`src/rtl/elevator_floor_scheduler.sv`:
```
// Single-car SCAN elevator scheduler: latches floor calls, times travel and door dwell.
// Build macro EMERGENCY_STOP_EN adds an estop input and stopped output that freeze the car.
module elevator_floor_scheduler #(
  parameter int NUM_FLOORS   = 8,
  parameter int TRAVEL_TICKS = 4,
  parameter int DOOR_TICKS   = 3
) (
  input  logic       clk,
  input  logic       rst_n,
  input  logic [7:0] call,
`ifdef EMERGENCY_STOP_EN
  input  logic       estop,
  output logic       stopped,
`endif
  output logic [2:0] floor,
  output logic       moving_up,
  output logic       moving_down,
  output logic       door_open,
  output logic       arrive,
  output logic [7:0] pending
);

  localparam int            TW          = $clog2(TRAVEL_TICKS + 1);
  localparam int            DW          = $clog2(DOOR_TICKS + 1);
  localparam logic [TW-1:0] TRAVEL_LAST = TW'(TRAVEL_TICKS - 1);
  localparam logic [DW-1:0] DOOR_LAST   = DW'(DOOR_TICKS - 1);
  localparam logic [7:0]    FLOOR_MASK  = 8'((16'd1 << NUM_FLOORS) - 16'd1);

  typedef enum logic [1:0] {IDLE, MOVE_UP, MOVE_DOWN, DOOR_OPEN} state_t;
  typedef enum logic       {DIR_UP, DIR_DOWN} dir_t;

  state_t        state, state_nxt;
  dir_t          dir_pref;
  logic [TW-1:0] timer;
  logic [DW-1:0] door_timer;
  logic [2:0]    floor_nxt;
  logic [7:0]    call_masked, clr, pending_nxt;
  logic          freeze, door_restart, travel_done;

  function automatic logic any_above(input logic [7:0] req, input logic [2:0] f);
    logic hit;
    hit = 1'b0;
    for (int i = 0; i < 8; i++)
      if (i > int'(f) && req[i]) hit = 1'b1;
    return hit;
  endfunction

  function automatic logic any_below(input logic [7:0] req, input logic [2:0] f);
    logic hit;
    hit = 1'b0;
    for (int i = 0; i < 8; i++)
      if (i < int'(f) && req[i]) hit = 1'b1;
    return hit;
  endfunction

  // Decision taken on the floor just reached: stop, keep going, reverse, or rest.
  function automatic state_t arrival_state(input logic [7:0] req, input logic [2:0] f,
                                           input logic up);
    if (req[f]) return DOOR_OPEN;
    if (up ? any_above(req, f) : any_below(req, f)) return up ? MOVE_UP : MOVE_DOWN;
    if (up ? any_below(req, f) : any_above(req, f)) return up ? MOVE_DOWN : MOVE_UP;
    return IDLE;
  endfunction

`ifdef EMERGENCY_STOP_EN
  assign freeze = estop;
`else
  assign freeze = 1'b0;
`endif

  always_comb begin
    // NOTE: every variable gets a default first so no path leaves it unassigned (no latch).
    call_masked  = call & FLOOR_MASK;
    travel_done  = (timer == TRAVEL_LAST);
    door_restart = (state == DOOR_OPEN) && call_masked[floor];
    state_nxt    = state;
    floor_nxt    = floor;
    case (state)
      IDLE: begin
        if (pending != 8'd0) begin
          if (pending[floor])
            state_nxt = DOOR_OPEN;
          else if (any_above(pending, floor) &&
                   (dir_pref == DIR_UP || !any_below(pending, floor)))
            state_nxt = MOVE_UP;
          else
            state_nxt = MOVE_DOWN;
        end
      end
      MOVE_UP: begin
        if (!any_above(pending, floor)) begin
          state_nxt = IDLE;
        end else if (travel_done) begin
          floor_nxt = floor + 3'd1;
          state_nxt = arrival_state(pending, floor_nxt, 1'b1);
        end
      end
      MOVE_DOWN: begin
        if (!any_below(pending, floor)) begin
          state_nxt = IDLE;
        end else if (travel_done) begin
          floor_nxt = floor - 3'd1;
          state_nxt = arrival_state(pending, floor_nxt, 1'b0);
        end
      end
      DOOR_OPEN: begin
        if (door_timer == DOOR_LAST && !door_restart) state_nxt = IDLE;
      end
      default: state_nxt = IDLE;
    endcase
    if (freeze) begin
      state_nxt = state;
      floor_nxt = floor;
    end
    // The stop floor is cleared while opening and while open, so a same-floor call never sticks.
    clr = (state == DOOR_OPEN || state_nxt == DOOR_OPEN) ? (8'd1 << floor_nxt) : 8'd0;
    pending_nxt = (pending | call_masked) & ~clr;
  end

  always_ff @(posedge clk or negedge rst_n) begin
    if (!rst_n) begin
      state       <= IDLE;
      dir_pref    <= DIR_UP;
      floor       <= 3'd0;
      pending     <= 8'd0;
      timer       <= '0;
      door_timer  <= '0;
      arrive      <= 1'b0;
      moving_up   <= 1'b0;
      moving_down <= 1'b0;
      door_open   <= 1'b0;
`ifdef EMERGENCY_STOP_EN
      stopped     <= 1'b0;
`endif
    end else begin
      // NOTE: non-blocking assignments so every register updates from pre-edge values.
      state       <= state_nxt;
      floor       <= floor_nxt;
      pending     <= pending_nxt;
      arrive      <= (floor_nxt != floor);
      moving_up   <= (state_nxt == MOVE_UP);
      moving_down <= (state_nxt == MOVE_DOWN);
      door_open   <= (state_nxt == DOOR_OPEN);
      if (floor_nxt != floor) dir_pref <= (state == MOVE_UP) ? DIR_UP : DIR_DOWN;
      if (!freeze) begin
        timer <= (state_nxt == state && (state == MOVE_UP || state == MOVE_DOWN) &&
                  floor_nxt == floor) ? timer + 1'b1 : '0;
        door_timer <= (state == DOOR_OPEN && state_nxt == DOOR_OPEN && !door_restart) ?
                      door_timer + 1'b1 : '0;
      end
`ifdef EMERGENCY_STOP_EN
      stopped     <= estop;
`endif
    end
  end

endmodule

```
`config.mk`:
```
export PLATFORM = sky130hd
export DESIGN_NAME = elevator_floor_scheduler
export DESIGN_NICKNAME = d
export VERILOG_FILES = /design/src/rtl/elevator_floor_scheduler.sv
export SDC_FILE = /design/constraint.sdc
export NUM_CORES = 1
export LEC_CHECK = 0
export ABC_AREA = 1
export ABC_CLOCK_PERIOD_IN_PS = 5600
export CAP_MARGIN = 20
export CORE_MARGIN = 4
export CORE_UTILIZATION = 30
export CTS_CLUSTER_SIZE = 20
export DETAILED_ROUTE_END_ITERATION = 6
export PLACE_DENSITY = 0.44
export SYNTH_ARGS = -nofsm -noshare
export SYNTH_HDL_FRONTEND = slang
export SYNTH_SLANG_ARGS = --single-unit
```
`constraint.sdc`:
```
create_clock -name clk -period 5.6 [get_ports clk]
set_input_delay 0.84 -clock clk [delete_from_list [all_inputs] [get_ports clk]]
set_output_delay 0.84 -clock clk [all_outputs]
set_load 0.02 [all_outputs]
```
=== Yosys cells after proc, flatten, opt, wreduce, memory -nomap -nowiden ===
Cells that the tools add are included.

* Bits in registers: 23
* Word-level logic and storage cells: 267

* Shifts and indexed selects: 1
* $add $sub $neg: 4
* Order comparisons: 45
* Bitwise operators: 4
* Equality and inequality tests: 11
* Reduce and logical (&&, ||, !) cells: 56
* Mux-type cells: 136

{| class="wikitable"
|+ Operator list
! operator !! number
|-
| $mux 1 || 103
|-
| $logic_and 1x1->1 || 49
|-
| $mux 2 || 21
|-
| $gt 3x3->1 const A || 12
|-
| $lt 3x3->1 const A || 9
|-
| $gt 2x3->1 const A || 6
|-
| $lt 1x3->1 const A || 6
|-
| $lt 2x3->1 const A || 6
|-
| $mux 3 || 5
|-
| $bmux 1 s3 || 4
|-
| $lt 3x4->1 const B || 3
|-
| $eq 2x2->1 const B || 5
|-
| $gt 1x3->1 const A || 3
|-
| $and 8x8->8 || 1
|-
| $mux 8 || 1
|-
| $not 8->8 || 1
|-
| $or 8x8->8 || 1
|-
| $pmux 2 s4 || 1
|-
| $reduce_bool 8->1 || 1
|-
| $shl 1x3->8 const A || 1
|-
| $add 3x1->3 const B || 2
|-
| $pmux 3 s2 || 1
|-
| $eq 2x1->1 const B || 2
|-
| $eq 3x2->1 const B || 1
|-
| other kinds (9) || 12
|}

=== Logic depth before layout (Yosys ltp) ===
Gate-level depths: netlist of the first run.

* Word-level depth: 43
* Depth in mapped cells: 23
* Gate-level depth less buffers: 20

=== Worst setup path before layout of the first run ===
OpenSTA, ideal clock, no wires.

* Kind: reg2reg
* From: register floor[0]
* To: register timer[0]
* Path buffers: 4
* Stages on the path, launching flop included: 23
* Library setup time: 0.118 ns
* Arrival: 2.509 ns
* Setup slack: 2.972 ns
* Cells stage by stage: dfrtp_1 > buf_6 > inv_4 > buf_8 > buf_12 > ha_1 > buf_2 > nor2_1 > nand3_1 > nand2_1 > nor2_1 > nor2_1 > nand2_1 > nand2_1 > nand2_1 > nor2_1 > nand2_2 > nand2_4 > nand2_1 > nand2_1 > inv_1 > nand3_1 > nor2_1

* Cells in the longest elaborated chain, start to end: 31
* Elaborated cells on any way between the ends: 227

{| class="wikitable"
|+ Ends and longest elaborated chain
! element !! RTL line !! RTL
|-
| start: declaration || 15 || <nowiki>output logic [2:0] floor,</nowiki>
|-
| start signal: assignment || 138 || <nowiki>floor <= floor_nxt;</nowiki>
|-
| $sub 3x1->3 or $add 3x1->3 (tied branches) || 102, 94 ||
|-
| $gt 1x3->1 or $lt 1x3->1 (tied branches) || 44, 52 ||
|-
| $logic_and 1x1->1, on equally long branches || 44, 52 ||
|-
| $mux 1, on equally long branches (7 in a row) || 44, 52 ||
|-
| $mux 1 || 61 || <nowiki>if (up ? any_below(req, f) : any_above(req, f)) return up ? MOVE_DOWN : MOVE_UP;</nowiki>
|-
| $mux 1 || 60 || <nowiki>if (up ? any_above(req, f) : any_below(req, f)) return up ? MOVE_UP : MOVE_DOWN;</nowiki>
|-
| $mux 1, on equally long branches || 101, 93 ||
|-
| $mux 1, on equally long branches || 99, 91 ||
|-
| (+9 left out) || n/a ||
|-
| $mux 2 || 60 ||
|-
| $mux 2, on equally long branches || 101, 93 ||
|-
| $mux 2, on equally long branches || 99, 91 ||
|-
| $pmux 2 s4 || 78 || <nowiki>case (state)</nowiki>
|-
| $eq 2x2->1 || 146 || <nowiki>timer <= (state_nxt == state && (state == MOVE_UP || state == MOVE_DOWN) &&</nowiki>
|-
| $logic_and 1x1->1 || 146 ||
|-
| $logic_and 1x1->1 * || 146 ||
|-
| $mux 3 * || 147 || <nowiki>floor_nxt == floor) ? timer + 1'b1 : '0;</nowiki>
|-
| end signal: assignment || 146 ||
|-
| end: declaration || 34 || <nowiki>logic [TW-1:0] timer;</nowiki>
|}

Every way passes the cells marked *; elsewhere a longest branch is shown, timed or not. The select of a mux whose other input is x is not followed.
A chain may end at the register's enable or synchronous reset.

=== Final worst setup path of the first run ===
* From: register floor[1]
* To: register pending[6]

* Cells in the longest elaborated chain, start to end: 32
* Elaborated cells on any way between the ends: 228

{| class="wikitable"
|+ Ends and longest elaborated chain
! element !! RTL line !! RTL
|-
| $sub 3x1->3 or $add 3x1->3 (tied branches) || 102, 94 ||
|-
| $gt 1x3->1 or $lt 1x3->1 (tied branches) || 44, 52 ||
|-
| $logic_and 1x1->1, on equally long branches || 44, 52 ||
|-
| $mux 1, on equally long branches (7 in a row) || 44, 52 ||
|-
| $mux 1 || 61 ||
|-
| $mux 1 || 60 ||
|-
| $mux 1, on equally long branches || 101, 93 ||
|-
| $mux 1, on equally long branches || 99, 91 ||
|-
| (+12 left out) || n/a ||
|-
| $pmux 2 s4 * || 78 ||
|-
| net state_nxt[0] || 32 || <nowiki>state_t state, state_nxt;</nowiki>
|-
| $eq 2x2->1 * || 116 || <nowiki>clr = (state == DOOR_OPEN || state_nxt == DOOR_OPEN) ? (8'd1 << floor_nxt) : 8'd0;</nowiki>
|-
| $logic_or 1x1->1 * || 116 ||
|-
| $mux 8 * || 116 ||
|-
| $not 8->8 * || 117 || <nowiki>pending_nxt = (pending | call_masked) & ~clr;</nowiki>
|-
| $and 8x8->8 * || 117 ||
|-
| net pending_nxt[6] || 37 || <nowiki>logic [7:0] call_masked, clr, pending_nxt;</nowiki>
|-
| end signal: assignment || 139 || <nowiki>pending <= pending_nxt;</nowiki>
|-
| end: declaration || 20 || <nowiki>output logic [7:0] pending</nowiki>
|}

Mark *: on every way through the listed nets, which the timed path passes. The rest lies on a longest branch. The select of a mux whose other input is x is not followed.

==> results.sh, run 1 <==
export IMPL_vias=2449
export IMPL_post_synth_top_count_cell="nand2_1"
export IMPL_clock_power_share=0.056
export IMPL_drc=0
export IMPL_grt_pass1_vias=2549
export IMPL_reg2reg_to="pending[6]"
export IMPL_r2r_start="floor[1]"
export IMPL_synth_seq_cells=23
export IMPL_synthSimpleGateAreaFrac=0.435
export IMPL_yosys_area_top_type_share=0.234
export IMPL_seq_area_frac_synth=0.234
export IMPL_p_sw_frac=0.600
export IMPL_n_antenna_cell=0
export IMPL_synth_ff_type="dfrtp_1"
export IMPL_post_drt_wl_per_cell_um=14.3
export IMPL_whs_path_depth=1
export IMPL_numCtsBuffers=3
export IMPL_placedCellCount=512
export IMPL_placed_area_um2=2710
export IMPL_synthArstFlopShare=1.00
export IMPL_cts_buffer_depth=2
export IMPL_dieArea_um2=9720
export IMPL_crit_fanout=14
export IMPL_fp_dieW_um=98.6
export IMPL_grt_use_total=0.160
export IMPL_powerDensity_nw_per_um2=677
export IMPL_muxShareOfSynthArea=0
export IMPL_via_per_inst=4.74
export IMPL_grt_use_met1=0.229
export IMPL_power_leakage_nw=1.48
export IMPL_grt_setup_unrepaired="no"
export IMPL_htree_levels=1
export IMPL_drv_slew=0
export IMPL_hold_buffers=0
export IMPL_multi_input_comb_area_um2=1550
export IMPL_slew_headroom=0.645
export IMPL_use_met3=0.0134
export IMPL_seqCellArea_um2=576
export IMPL_cts_sinks=23
export IMPL_drt_total_wl_mm=7.38
export IMPL_ys_top_cells_by_count="130 x nand2_1, 48 x inv_1, 45 x nor2_1"
export IMPL_finalHoldViolCount=0
export IMPL_start_kind="flop"
export IMPL_postSynthCellCount=401
export IMPL_min_delay_start="door_timer[0]"
export IMPL_hp_class="reg2reg"
export IMPL_tightestPinTransition_ns=0.531
export IMPL_place_congestion=0.802
export IMPL_cp_required_ns=5.80
export IMPL_synth_compound_area_frac=0.116
export IMPL_setup_tns_ns=0
export IMPL_p_total_mw=1.88
export IMPL_fin_crit_sh=0.544
export IMPL_postLayoutCellArea_um2=2770
export IMPL_whs_endpoint="door_timer[0]"
export IMPL_finalSetupViolCount=0
export IMPL_yosys_area_top_type="dfrtp_1"
export IMPL_drt_pass1_iter_count=4
export IMPL_clk_pin_slew_ns=0.09
export IMPL_synth_top_family_by_area="simple AND/OR/NAND/NOR gates"
export IMPL_clk_insertion_delay_late_ns=0.27
export IMPL_avgSynthCellArea_um2=6.14
export IMPL_cp_end_kind="flop"
export IMPL_cts_setup_buffers=0
export IMPL_final_util=0.353
export IMPL_ir_drop_mv=0.250
export IMPL_worst_slack_ns=2.55
export IMPL_p_int_mw=0.751
export IMPL_synth_cell_type_count=30
export IMPL_synth_xor_area_share=0.00356
export IMPL_die_h_um=98.6
export IMPL_cap_violations=0
export IMPL_hpwl_mm=5.86
export IMPL_tritoncts="yes"
export IMPL_busiest_layer="met2"
export IMPL_place_ws_ns=2.58
export IMPL_final_cells=517
export IMPL_pwr_share_comb=0.774
export IMPL_fmaxAchievable_mhz=328
export IMPL_io_buffers=24
export IMPL_synth_edf_count=0
export IMPL_synthAdderAreaFrac=0.0763
export IMPL_drt_iter0_markers=152
export IMPL_ios=25
export IMPL_nFillCells=905
export IMPL_period_needed_ns=3.05
export IMPL_ctsResizeCount=0
export IMPL_path_class="reg2reg"
export IMPL_use_met2=0.257
export IMPL_switchingPower_mw=1.13
export IMPL_grt_max_degree=30
export IMPL_rr_worst_depth=18
export IMPL_yosys_top_cells_area="dfrtp_1 23%, nand2_1 20%, nand3_1 8.9%"
export IMPL_fin_skew_ns=0.00934
export IMPL_layout_nets=441
export IMPL_yosysWarnings=0
export IMPL_area_delta_synth_final_pct=12.7
export IMPL_status="complete, no violations"
export IMPL_drt_antenna_violating_nets=0
export IMPL_timing_hold_ws_ns=0.431
export IMPL_core_rowCount=32
export IMPL_rrSetupSlack_ns=2.55
export IMPL_cts_root_buf="clkbuf_8"
export IMPL_antenna_found_initial=0
export IMPL_overflow=0
export IMPL_layout_drive_gt1_share=0.0916
export IMPL_cp_arrival_ns=3.24
export IMPL_syn_nets=426
export IMPL_pwr_share_seq=0.170
export IMPL_netlist_area_um2=2460
export IMPL_grt_pass1_wl_mm=12.8
export IMPL_core_um2=7850
export IMPL_start_util=0.314
## layer usage
| layer | vias up | routed length [um] |
|---|---|---|
| met5 | - | 0 |
| met4 | 0 | 114 |
| met3 | 10 | 241 |
| met2 | 52 | 3430 |
| met1 | 1091 | 3590 |
| li1 | 1296 | - |
## how the worst max path moves through the flow
| stage | from | to | slack (ns) | depth (start not counted) |
|---|---|---|---|---|
| final | floor[1] | pending[6] | 2.55 | 18 |
| after global routing | floor[1] | timer[1] | 2.10 | 19 |
| after CTS | floor[1] | pending[6] | 2.54 | 18 |
| after detailed placement | floor[1] | pending[6] | 2.58 | 18 |
| after global placement | floor[1] | timer[1] | 2.73 | 19 |
| after floorplan | floor[0] | timer[0] | 2.97 | 22 |
## cells in the final DEF, fill, tap and decap left out
cell,netlist,final
and2_4,1,1
a21oi_2,9,9
nor2_1,45,45
o21ai_2,2,2
nand4_1,8,8
nand2_1,130,130
inv_1,48,48
inv_2,4,4
o211ai_1,2,2
clkdlybuf4s50_1,0,24
clkbuf_8,0,3
ha_1,15,15
buf_8,1,1
or2_2,1,1
xnor2_1,1,1
nand3_2,2,2
nor2_2,2,2
a21oi_1,13,13
nand3_1,44,44
o21ai_0,22,22
nand2_2,4,4
nand3b_1,2,2
clkinv_2,0,1
nand2_4,4,4
dfrtp_1,23,23
inv_4,2,2
buf_4,3,1
nor2_4,1,1
## cell type report
cell class                 count  area share
timing repair buffer          26      0.0947
multi-input combinational    308       0.560
clock buffer                   3      0.0149
tap                          102      0.0460
clock inverter                 1     0.00180
inverter                      54      0.0749
sequential                    23       0.207
## critical path, stage by stage, from the launching register on
cell and delay, ns:
dfrtp_1 0.59, inv_1 0.34, ha_1 0.58, inv_1 0.20, nand2_1 0.15, nor2_1 0.05, nor2_1 0.08, nand3_1 0.07
nor2_1 0.12, nand2_1 0.07, nand2_1 0.06, nand2_1 0.04, nor2_1 0.10, nand2_2 0.09, nand2_4 0.09, inv_4 0.05
nand2_4 0.07, nand2_4 0.10, a21oi_2 0.13
## flip-flops by register name, summed over array words and instances, names as in the netlist
signal / flops
pending: 8
floor: 3
timer: 3
door_timer: 2
state: 2
arrive: 1
dir_pref: 1
door_open: 1
moving_down: 1
moving_up: 1
## power by group through the flow
stage	Combinational [mW]	Clock, mW	Sequential, mW
after floorplan	1.14	0	0.316
after global placement	1.47	0	0.319
after global routing	1.68	0.117	0.331
after CTS	1.46	0.109	0.319
after detailed placement	1.46	0	0.321
final	1.45	0.105	0.319
## logic make-up after synthesis
group	after synthesis
AO/OA/AOI/OAI	48
XOR/XNOR	1
adder cells (fa/ha/maj)	15
buffers and inverters	70
flip-flops	23
AND/OR/NAND/NOR	244
No activity file was read; power rests on OpenSTA's default activity.
==> run 2: changes to the inputs <==
--- a/config.mk
+++ b/config.mk
@@ -6,7 +6,7 @@
 export NUM_CORES = 1
 export LEC_CHECK = 0
 export ABC_AREA = 1
-export ABC_CLOCK_PERIOD_IN_PS = 5600
+export ABC_CLOCK_PERIOD_IN_PS = 3160
 export CAP_MARGIN = 20
 export CORE_MARGIN = 4
 export CORE_UTILIZATION = 30
==> constraint.sdc (replaced) <==
create_clock -name clk -period 3.16 [get_ports clk]
set_input_delay 0.474 -clock clk [delete_from_list [all_inputs] [get_ports clk]]
set_output_delay 0.474 -clock clk [all_outputs]
set_load 0.02 [all_outputs]
==> run 2 against run 1 <==
- worst hold slack worse by 0.0042 ns
- utilization is 0.57 points higher
- sequential power rose by 66%
- non-clock buffer count increased by 7
- via count rose by 1.8%
==> results.sh, run 2 (same netlist as run 1, synthesis figures left out) <==
export IMPL_area_delta_synth_final_pct=14.5
export IMPL_layout_nets=448
export IMPL_fmaxAchievable_mhz=361
export IMPL_clock_power_share=0.058
export IMPL_period_needed_ns=2.77
export IMPL_grt_pass1_wl_mm=12.3
export IMPL_placedCellCount=520
export IMPL_fp_dieW_um=98.6
export IMPL_whs_endpoint="door_timer[0]"
export IMPL_postLayoutCellArea_um2=2820
export IMPL_cts_sinks=23
export IMPL_path_buf_inv=3
export IMPL_post_drt_wl_per_cell_um=14.1
export IMPL_drt_total_wl_mm=7.38
export IMPL_via_per_inst=4.76
export IMPL_whs_path_depth=1
export IMPL_antenna_found_initial=0
export IMPL_drc=0
export IMPL_grt_pass1_vias=2474
export IMPL_overflow=0
export IMPL_final_common_cell="nand2_1"
export IMPL_fin_crit_sh=0.877
export IMPL_drt_pass1_iter_count=4
export IMPL_drv_slew=0
export IMPL_rr_worst_depth=19
export IMPL_min_delay_start="door_timer[0]"
export IMPL_layout_common_cells="130 x nand2_1, 48 x inv_1, 45 x nor2_1, 44 x nand3_1, 24 x clkdlybuf4s50_1"
export IMPL_cp_required_ns=3.37
export IMPL_fin_skew_ns=0.00373
export IMPL_grt_setup_unrepaired="no"
export IMPL_r2r_start="floor[1]"
export IMPL_core_rowCount=32
export IMPL_grt_max_degree=24
export IMPL_cp_end_kind="flop"
export IMPL_hpwl_mm=5.78
export IMPL_numCtsBuffers=3
export IMPL_finalHoldViolCount=0
export IMPL_setup_tns_ns=0
export IMPL_pwr_share_comb=0.786
export IMPL_cts_buffer_depth=2
export IMPL_grt_use_total=0.155
export IMPL_pwr_share_seq=0.156
export IMPL_path_class="reg2reg"
export IMPL_path_cells="buf_4, ha_1, ha_1, inv_1, nand2_1, nor2_1, nor2_1, nand3_1, nor2_1, nand2_1, nand2_1, nand2_1, nor2_1, nand2_2, nand2_4, inv_4, nand2_4, nand2_4, a21oi_2"
export IMPL_final_cells=524
export IMPL_tightestPinTransition_ns=0.448
export IMPL_hold_buffers=0
export IMPL_crit_fanout=11
export IMPL_crit_family="simple AND/OR/NAND/NOR gates"
export IMPL_power_leakage_nw=1.51
export IMPL_tritoncts="yes"
export IMPL_top_regs="pending x8, floor x3, timer x3"
export IMPL_start_util=0.314
export IMPL_place_congestion=0.873
export IMPL_p_total_mw=3.41
export IMPL_ios=25
export IMPL_nFillCells=904
export IMPL_reg2reg_to="pending[0]"
export IMPL_clk_insertion_delay_late_ns=0.28
export IMPL_htree_levels=1
export IMPL_p_int_mw=1.38
export IMPL_layout_drive_gt1_share=0.107
export IMPL_timing_hold_ws_ns=0.427
export IMPL_cp_slowest_stage_delay_ns=0.46
export IMPL_slowest_stage="ha_1"
export IMPL_top_register="pending"
export IMPL_core_um2=7850
export IMPL_drt_antenna_violating_nets=0
export IMPL_io_buffers=24
export IMPL_drt_iter0_markers=211
export IMPL_powerDensity_nw_per_um2=1210
export IMPL_cap_violations=0
export IMPL_cts_root_buf="clkbuf_8"
export IMPL_clk_pin_slew_ns=0.09
export IMPL_rrSetupSlack_ns=0.39
export IMPL_n_antenna_cell=0
export IMPL_die_h_um=98.6
export IMPL_cp_arrival_ns=2.98
export IMPL_ir_drop_mv=0.410
export IMPL_ctsResizeCount=0
export IMPL_switchingPower_mw=2.02
export IMPL_largest_register_ff_count=8
export IMPL_slew_headroom=0.701
export IMPL_placed_area_um2=2770
export IMPL_p_sw_frac=0.594
export IMPL_vias=2492
export IMPL_start_kind="flop"
export IMPL_cts_setup_buffers=0
export IMPL_finalSetupViolCount=0
export IMPL_hp_class="reg2reg"
export IMPL_status="complete, no violations"
export IMPL_dieArea_um2=9720
run 2: changes by cell type in the layout (fill, tap and decap cells not counted), sizes merged:
| cell | change |
|---|---|
| buf | +7 |
run 2: how the worst max path moves through the flow:
stage               depth (start not counted)  startpoint  slack, ns         end
floorplan                                  22    floor[0]       0.53    timer[0]
global placement                           20    floor[1]       0.38    timer[0]
detailed placement                         19    floor[1]       0.43  pending[5]
CTS                                        19    floor[1]       0.39  pending[5]
global route                               20    floor[1]       0.03    timer[1]
finish                                     19    floor[1]       0.39  pending[0]
run 2: layer usage:
metal	GRT usage	wire length, um	part of all wire	up-vias
met5	0	0	0	-
met4	0.0462	118	0.016	0
met3	0.0170	275	0.037	7
met2	0.254	3350	0.45	61
met1	0.214	3640	0.49	1118
li1	-	-	-	1306
run 2: final cells by class:
class,instances,area (um2),share of cell area
inverters,54,208,0.0737
repair buffers,33,308,0.109
flip-flops and latches,23,576,0.204
clock buffers,3,41.3,0.0146
well taps,102,128,0.0453
clock inverters,1,5.00,0.00178
multi-input cells,308,1550,0.551
run 2: power by group through the flow:
stage                     registers, mW  logic [mW]  clock network [mW]
after global placement            0.536        2.71                   0
after CTS                         0.528        2.68               0.208
after floorplan                   0.561        2.01                   0
after detailed placement          0.534        2.67                   0
after global routing              0.547        3.05               0.217
final                             0.530        2.68               0.199
run 2: stage by stage:
step / utilization / setup slack, ns
floorplan: - / 0.532
global placement: 0.353 / 0.379
detailed placement: 0.353 / 0.427
CTS: 0.359 / 0.391
global route: 0.359 / 0.0308
finish: 0.359 / 0.389
